### config.mk
export PLATFORM = sky130hd
export DESIGN_NAME = pc_branch_unit
export DESIGN_NICKNAME = d
export VERILOG_FILES = /design/src/rtl/pc_branch_unit.sv
export SDC_FILE = /design/constraint.sdc
export NUM_CORES = 1
export LEC_CHECK = 0
export BUFFER_PORTS_ARGS = -buffer_cell sky130_fd_sc_hd__buf_2
export CORE_MARGIN = 2
export CORE_UTILIZATION = 36
export DETAILED_ROUTE_END_ITERATION = 7
export GPL_ROUTABILITY_DRIVEN = 0
export SKIP_CTS_REPAIR_TIMING = 1
export SLEW_MARGIN = 10
export SYNTH_ARGS = -nofsm -noshare
export SYNTH_HDL_FRONTEND = slang
export SYNTH_SLANG_ARGS = --single-unit
### constraint.sdc
create_clock -name i_clk -period 1.56 [get_ports i_clk]
set_input_delay 0.312 -clock i_clk [delete_from_list [all_inputs] [get_ports i_clk]]
set_output_delay 0.312 -clock i_clk [all_outputs]
set_load 0.05 [all_outputs]
### src/rtl/pc_branch_unit.sv
// Fetch PC owner and control-transfer unit: sequential fetch, PC-relative / register-indirect redirect, jump-and-link.
// Redirect and link pulses are registered (one cycle after the taken edge); stall holds the PC and blocks transfers.
// Optional BRANCH_DELAY_SLOT_EN keeps the word fetched alongside a taken transfer instead of squashing it.
module pc_branch_unit #(
    parameter logic [15:0] RESET_VECTOR = 16'h0000,
    parameter logic [15:0] PC_INC       = 16'd2,
    parameter int          OFFSET_SHIFT = 1
) (
    input  logic        i_clk,
    input  logic        i_reset,
    output logic [15:0] o_imem_addr,
    output logic        o_imem_req,
    input  logic        i_imem_ack,
    output logic        o_inst_valid,
    input  logic        i_stall,
    input  logic        i_br_valid,
    input  logic [1:0]  i_br_kind,
    input  logic        i_br_cond,
    input  logic [15:0] i_br_base_pc,
    input  logic [15:0] i_br_offset,
    input  logic [15:0] i_br_reg,
    output logic        o_redirect,
    output logic        o_link_valid,
    output logic [15:0] o_link_addr
);

    typedef enum logic [1:0] {
        S_BOOT  = 2'd0,
        S_FETCH = 2'd1,
        S_FLUSH = 2'd2
    } state_t;

    localparam logic [1:0] KIND_COND = 2'b00;
    localparam logic [1:0] KIND_JR   = 2'b10;
    localparam logic [1:0] KIND_JAL  = 2'b11;

    state_t      r_state;
    state_t      w_state_nxt;
    logic [15:0] r_pc;
    logic        r_redirect;
    logic        r_link_valid;
    logic [15:0] r_link_addr;

    logic        w_taken;
    logic        w_is_jal;
    logic [15:0] w_offset_scaled;
    logic [15:0] w_rel_target;
    logic [15:0] w_reg_target;
    logic [15:0] w_target;
    logic        w_fetch_adv;

    // Transfers are only sampled in FETCH, so a held br_valid cannot retrigger during FLUSH.
    assign w_taken         = (r_state == S_FETCH) && i_br_valid && !i_stall &&
                             ((i_br_kind != KIND_COND) || i_br_cond);
    assign w_is_jal        = (i_br_kind == KIND_JAL);
    assign w_offset_scaled = i_br_offset << OFFSET_SHIFT;
    assign w_rel_target    = i_br_base_pc + w_offset_scaled;
    assign w_reg_target    = {i_br_reg[15:1], 1'b0};
    assign w_target        = (i_br_kind == KIND_JR) ? w_reg_target : w_rel_target;
    assign w_fetch_adv     = (r_state == S_FETCH) && !i_stall && i_imem_ack;

    always_ff @(posedge i_clk or posedge i_reset) begin
        if (i_reset) begin
            r_state <= S_BOOT;
        end else begin
            r_state <= w_state_nxt;
        end
    end

    always_comb begin
        w_state_nxt = r_state;
        case (r_state)
            S_BOOT:  w_state_nxt = S_FETCH;
            S_FETCH: w_state_nxt = w_taken ? S_FLUSH : S_FETCH;
            S_FLUSH: w_state_nxt = S_FETCH;
            default: w_state_nxt = S_BOOT;
        endcase
    end

    always_comb begin
        o_imem_req   = 1'b0;
        o_inst_valid = 1'b0;
        case (r_state)
            S_FETCH: begin
                o_imem_req = 1'b1;
`ifdef BRANCH_DELAY_SLOT_EN
                o_inst_valid = i_imem_ack && !i_stall;
`else
                o_inst_valid = i_imem_ack && !i_stall && !w_taken;
`endif
            end
            default: begin
                o_imem_req   = 1'b0;
                o_inst_valid = 1'b0;
            end
        endcase
    end

    always_ff @(posedge i_clk or posedge i_reset) begin
        if (i_reset) begin
            r_pc         <= RESET_VECTOR;
            r_redirect   <= 1'b0;
            r_link_valid <= 1'b0;
            r_link_addr  <= 16'h0000;
        end else begin
            r_redirect   <= w_taken;
            r_link_valid <= w_taken && w_is_jal;
            if (w_taken) begin
                r_pc <= w_target;
            end else if (w_fetch_adv) begin
                r_pc <= r_pc + PC_INC;
            end
            if (w_taken && w_is_jal) begin
                r_link_addr <= i_br_base_pc + PC_INC;
            end
        end
    end

    assign o_imem_addr  = r_pc;
    assign o_redirect   = r_redirect;
    assign o_link_valid = r_link_valid;
    assign o_link_addr  = r_link_addr;

endmodule

==> impl_metrics.toml, run 1 <==
[clocking]
cts_tree = "done"
h-tree-depth = 2
clock_sinks = 36
clk_pin_slew_ps = 70
cts_root_buf = "clkbuf_8"
clockBufferDepth = 2
numCtsBuffers = 5
clk_latency_ps = 290

[sta]
worstMarginPinSlew_ps = 486
tns_ps = -2850
hold_ws_ps = 26.7
rsz0062_at_grt = "true"
layout_min_cycle_time_ps = 1830
skew_ps = 5.16
finalCritPeriodShare = 1.17
max_freq_mhz = 547
slew_violations = 0
relSlewSlack = 0.672
worst_slack_ps = -270
final_hold_viol_count = 0
setup-violations-final = 26

[worst_hold_path]
hold_path.class = "in -> async"

[drt]
postRouteAntennaNets = 0
wire_per_inst_microns = 14.5
wirelength_mm = 8.61
route.detailed.drc = 0
vias = 3014
drt_iter0_markers = 114
avgViaCountPerCell = 5.07
firstDrtPassIters = 4

[grt]
grt.overflow.total = 0
grt_pass1_vias = 2801
grt_pass1_wl_mm = 13.0
track_usage = 0.195
grt_max_degree = 30
antenna_found_initial = 0

[floorplan]
die_w_microns = 91.1
rows = 31
die_h_microns = 91.1
dieArea_sq_um = 8310
ioPinCount = 92
core-area_sq_um = 7290
initial_core_util = 0.375

[power]
intPower_uw = 2710
p_leak_uw = 0.00208
irDropWorstVdd_mv = 0.742
cellPowerDensity_nw_per_um2 = 1150
p_total_uw = 5160
p_switching_uw = 2450
combPwrFrac = 0.590
p_sw_frac = 0.475
pwr-share-clk = 0.135
seqPwrFrac = 0.274

[critical_path]
cp.required_ps = 1720
critPathMaxFanout = 2
path_cells = "buf_8 -> ha_4 -> inv_2 -> fa_2 -> nor2b_4 -> o31ai_4 -> nand2_2 -> a31o_4 -> a2111oi_4 -> mux2i_1 -> a22oi_2"
critPathKind = "in -> reg"
worst_path_dominant_cell_family = "compound AO/OA/AOI/OAI gates"
critical_path_buf_inv_count = 2
critPathSlowestCell = "mux2i_1"
start_kind = "primary input"
cp_slowest_stage_delay_ps = 270
endpoint_kind = "flop"
cp.arrival_ps = 1990

[synth]
syn_avg_cell_area_sq_um = 8.52
synth-edff-count = 0
ys_ff_latch = 36
ys_async_sr_fraction = 1.00
syn-cell-area_sq_um = 2730
synth_cell_types = 56
ys_warn_count = 0
yosysSeqAreaShare = 0.330
ys_dominant_reg_cell = "dfrtp_1"
synth_cells = 321
syn-num-nets = 394

[final_layout]
syn_to_final_growth_pct = 63.5
antenna_cells = 0
nets = 567
postLayoutCoreUtil = 0.613
drive_gt1_frac = 0.519

[placement]
portBuffers = 89
pre_cts_ws_ps = -589
dp_hpwl_mm = 6.51

[outcome]
status = "finished with violations"
violations = "negative setup slack"

[job]
max_cap_viol_count = 0
-- power groups by stage --
stage / registers, uW / clock network [uW] / logic (uW)
2_1_floorplan: 2450 / 0 / 835
3_3_place_gp: 1410 / 0 / 2830
3_5_place_dp: 1410 / 0 / 2860
4_1_cts: 1400 / 723 / 2870
5_1_grt: 1450 / 761 / 3230
6_report: 1420 / 698 / 3050
-- through the flow --
| step | area, sq um | std cells |
|---|---|---|
| 2_1_floorplan | 2880 | 321 |
| 3_3_place_gp | 4010 | 577 |
| 3_5_place_dp | 4010 | 577 |
| 4_1_cts | 4100 | 585 |
| 5_1_grt | 4470 | 594 |
| 6_report | 4470 | 594 |
-- final cells by class --
type | count | area (sq um)
clock buffer | 8 | 90.1
timing repair buffer | 177 | 1270
multi-input combinational | 263 | 2030
inverter | 11 | 46.3
sequential | 36 | 910
fill | 674 | 2820
tap | 99 | 124
-- state kept, by name, summed over array words and instances, names as in the netlist --
name and cells:
o_link_addr 16, o_imem_addr 16, o_redirect 1, o_link_valid 1, r_state 2
-- synth_stat cells, types with 2 or more instances --
| library cell | n | share of area |
|---|---|---|
| or2_2 | 2 | 0.0046 |
| o21a_1 | 2 | 0.0055 |
| and4_1 | 2 | 0.0064 |
| o22ai_1 | 4 | 0.0092 |
| o21ai_0 | 25 | 0.046 |
| inv_1 | 10 | 0.014 |
| nand2_1 | 40 | 0.055 |
| or3_1 | 2 | 0.0046 |
| nand2_2 | 3 | 0.0069 |
| nor3_1 | 11 | 0.020 |
| nand3_1 | 17 | 0.031 |
| nand4_1 | 5 | 0.011 |
| nor2_1 | 19 | 0.026 |
| nand2b_1 | 5 | 0.011 |
| buf_6 | 3 | 0.012 |
| a211oi_1 | 5 | 0.014 |
| a311oi_1 | 2 | 0.0064 |
| o31ai_1 | 2 | 0.0055 |
| a221oi_1 | 3 | 0.0096 |
| a21o_1 | 3 | 0.0082 |
| xor2_1 | 13 | 0.042 |
| clkbuf_1 | 5 | 0.0069 |
| and2_1 | 3 | 0.0069 |
| a31oi_1 | 3 | 0.0069 |
| mux2_2 | 2 | 0.0082 |
| buf_2 | 2 | 0.0037 |
| nor2b_1 | 4 | 0.0092 |
| dfrtp_1 | 36 | 0.33 |
| ha_1 | 16 | 0.073 |
| a21oi_1 | 27 | 0.049 |
| and3_1 | 5 | 0.011 |
| xnor2_1 | 16 | 0.051 |
-- cell families after synthesis --
family | Yosys count | share of synthesized area
xor+xnor | 29 | 0.0929
buf+inv | 22 | 0.0407
fa+ha+maj | 17 | 0.0805
simple gates | 125 | 0.230
flops | 36 | 0.330
mux | 4 | 0.0160
compound gates | 88 | 0.210
-- cells in the final DEF (no fill, tap or decap), drive strengths merged, types with 2 or more instances in the layout --
cell type and count:
clkbuf 10, xnor2 16, nor3 11, and3 5, xor2 13, o31ai 3
a221oi 3, o21ai 26, buf 175, inv 10, nor2b 5, a21o 4
dfrtp 36, a311oi 2, o22ai 4, and2b 2, o21a 2, or2 2
nand2b 5, a211oi 5, a31oi 3, and4 2, and2 3, nor2 20
nand3 17, mux2 3, nand2 43, a21oi 28, nand4 5, ha 16
or3 2
-- worst register-to-register path, stage by stage, from the launching register on --
cell and delay [ps]:
dfrtp_1 410, nor3b_4 310, nand2_2 130, buf_6 150, nor2_4 110, nand2_1 90
nor2_1 120, xnor2_1 150, a22oi_2 100
-- worst paths after layout --
| path | depth (start not counted) | endpoint | slack (ps) | startpoint |
|---|---|---|---|---|
| hold / removal | 3 | o_link_addr[3] | 30 | i_reset |
| max in group asynchronous | 3 | o_imem_addr[9] | 1210 | i_reset |
| min in group i_clk | 3 | o_imem_addr[0] | 280 | i_br_base_pc[0] |
| hold reg to reg | 1 | r_state[0] | 460 | r_state[0] |
| setup reg to reg | 8 | o_imem_addr[15] | -140 | r_state[1] |
| setup / recovery | 11 | o_imem_addr[15] | -270 | i_br_base_pc[1] |
-- routing by layer --
| metal | GRT usage | vias up | wire [microns] |
|---|---|---|---|
| met5 | 0 | - | 0 |
| met4 | 0.0543 | 0 | 169 |
| met3 | 0.0349 | 15 | 321 |
| met2 | 0.325 | 74 | 4270 |
| met1 | 0.259 | 1425 | 3840 |
| li1 | - | 1500 | - |
(Power assumes the default switching activity.)
==> run 2, diff against run 1 <==
- ABC_AREA: default -> 1
- SETUP_SLACK_MARGIN: default -> 0.3
==> impl_metrics.toml, run 2 <==
[synth]
synth_top_area_cell = "dfrtp_1"
ys_warn_count = 0
ys_ff_latch = 36
ys_dominant_reg_cell = "dfrtp_1"
synth-edff-count = 0
syn-cell-area_sq_um = 3020
ys_async_sr_fraction = 1.00
yosysSeqAreaShare = 0.298
synth.top_cells.by_area = "dfrtp_1, nand2_1, inv_1"
synth_cell_types = 30
synth_top_area_frac = 0.298
yosysMostFrequentCell = "nand2_1"
syn_avg_cell_area_sq_um = 6.42
syn-num-nets = 544
synth_commonest_cells = "nand2_1, inv_1, nor2_1, dfrtp_1, nand3_1"
synth_cells = 471

[grt]
grt.overflow.total = 0
track_usage = 0.196
grt_max_degree = 37
grt_pass1_wl_mm = 14.0
grt_pass1_vias = 3187
antenna_found_initial = 0

[sta]
layout_min_cycle_time_ps = 1690
skew_ps = 11.5
max_freq_mhz = 593
finalCritPeriodShare = 1.08
worst_slack_ps = -127
final_hold_viol_count = 0
rsz0062_at_grt = "true"
slew_violations = 0
worstMarginPinSlew_ps = 501
hold_ws_ps = 138
setup-violations-final = 2
relSlewSlack = 0.666

[floorplan]
initial_core_util = 0.370
dieArea_sq_um = 9140
die_w_microns = 95.6
ioPinCount = 92
core-area_sq_um = 8180
rows = 33
die_h_microns = 95.6

[power]
cellPowerDensity_nw_per_um2 = 1110
irDropWorstVdd_mv = 0.466
p_switching_uw = 2680
combPwrFrac = 0.589
intPower_uw = 2950
seqPwrFrac = 0.273
p_sw_frac = 0.476
pwr-share-clk = 0.138
p_leak_uw = 0.00257

[critical_path]
critPathKind = "reg -> out"
critPathMaxFanout = 3
r2r_slack_ps = 0
cp.arrival_ps = 1370
endpoint_kind = "output pin"
start_kind = "flop"
cp.required_ps = 1250
rr_worst_depth = 5
r2r_end = "o_link_addr[12]"
endpoint = "o_inst_valid"
rr_startpoint = "r_state[1]"
crit_start = "r_state[1]"

[outcome]
violations = "negative setup slack"
status = "finished with violations"

[clocking]
clk_pin_slew_ps = 80
clock_sinks = 36
cts_tree = "done"
h-tree-depth = 2
cts_root_buf = "clkbuf_8"
clockBufferDepth = 2
numCtsBuffers = 5
clk_latency_ps = 300

[placement]
placed_area_sq_um = 4030
portBuffers = 89
dp.cells = 706
dp_hpwl_mm = 7.00

[final_layout]
drive_gt1_frac = 0.454
final_cells = 744
layout_common_cells = "nand2_1, buf_2, inv_1, buf_4, nor2_1"
stdcell_area_sq_um = 5080
nets = 711
syn_to_final_growth_pct = 68.1
layout_commonest_cell = "nand2_1"
antenna_cells = 0

[drt]
drt_iter0_markers = 170
postRouteAntennaNets = 0
firstDrtPassIters = 4
vias = 3578
wirelength_mm = 9.89
route.detailed.drc = 0
avgViaCountPerCell = 4.81
wire_per_inst_microns = 13.3

[worst_hold_path]
hold_path.class = "in -> async"

[job]
max_cap_viol_count = 0
[run 2: cell families (layout without fill, tap and decap cells)]
logic type / Yosys count / after routing / share of synthesized area
flops: 36 / 36 / 0.298
compound gates: 66 / 66 / 0.118
buf+inv: 78 / 246 / 0.0998
simple gates: 253 / 253 / 0.349
xor+xnor: 20 / 20 / 0.0580
mux: 1 / 1 / 0.00373
fa+ha+maj: 17 / 17 / 0.0729
[run 2: power by group through the flow]
stage | Clock [uW] | Sequential (uW) | Combinational, uW
after global placement | 0 | 1500 | 2520
final | 776 | 1540 | 3310
after global routing | 818 | 1570 | 3570
after detailed placement | 0 | 1500 | 2550
after CTS | 793 | 1490 | 2560
after floorplan | 0 | 2410 | 899
[run 2: worst min path at each step]
stage,from,depth (start not counted),to
after CTS,i_reset,3,o_link_addr[8]
after detailed placement,o_link_addr[2],2,o_link_addr[2]
final,i_reset,3,o_link_addr[8]
after floorplan,i_br_base_pc[1],1,o_link_addr[1]
after global routing,i_reset,3,o_link_addr[14]
after global placement,i_reset,3,o_link_valid
[run 2: cell type report]
type                       count  area (sq um)
timing repair buffer         168          1350
clock buffer                   8           100
fill                         737          3100
tap                          105           131
sequential                    36           916
multi-input combinational    357          2300
inverter                      70           275
[run 2: worst max-delay path, cell delays in order (launching register included)]
cell,delay [ps]
dfrtp_1,410
nor2_4,160
nand3_2,110
inv_2,100
nand2_4,60
clkinvlp_4,80
buf_8,140
[run 2: layer usage]
| metal | global-route usage | wire (microns) | vias to the layer above |
|---|---|---|---|
| li1 | - | - | 1833 |
| met1 | 0.257 | 4330 | 1660 |
| met2 | 0.338 | 4910 | 73 |
| met3 | 0.0253 | 500 | 12 |
| met4 | 0.0512 | 151 | 0 |
| met5 | 0 | 0 | - |
[run 2: through the flow]
| stage | setup slack [ps] | total power (uW) | setup TNS (ps) | utilization |
|---|---|---|---|---|
| after CTS | -263 | 4840 | -378 | 0.505 |
| final | -127 | 5620 | -129 | 0.621 |
| after detailed placement | -225 | 4060 | -2500 | 0.493 |
| after floorplan | -228 | 3310 | -2470 | - |
| after global routing | -183 | 5950 | -1400 | 0.621 |
| after global placement | -187 | 4020 | -2050 | 0.493 |
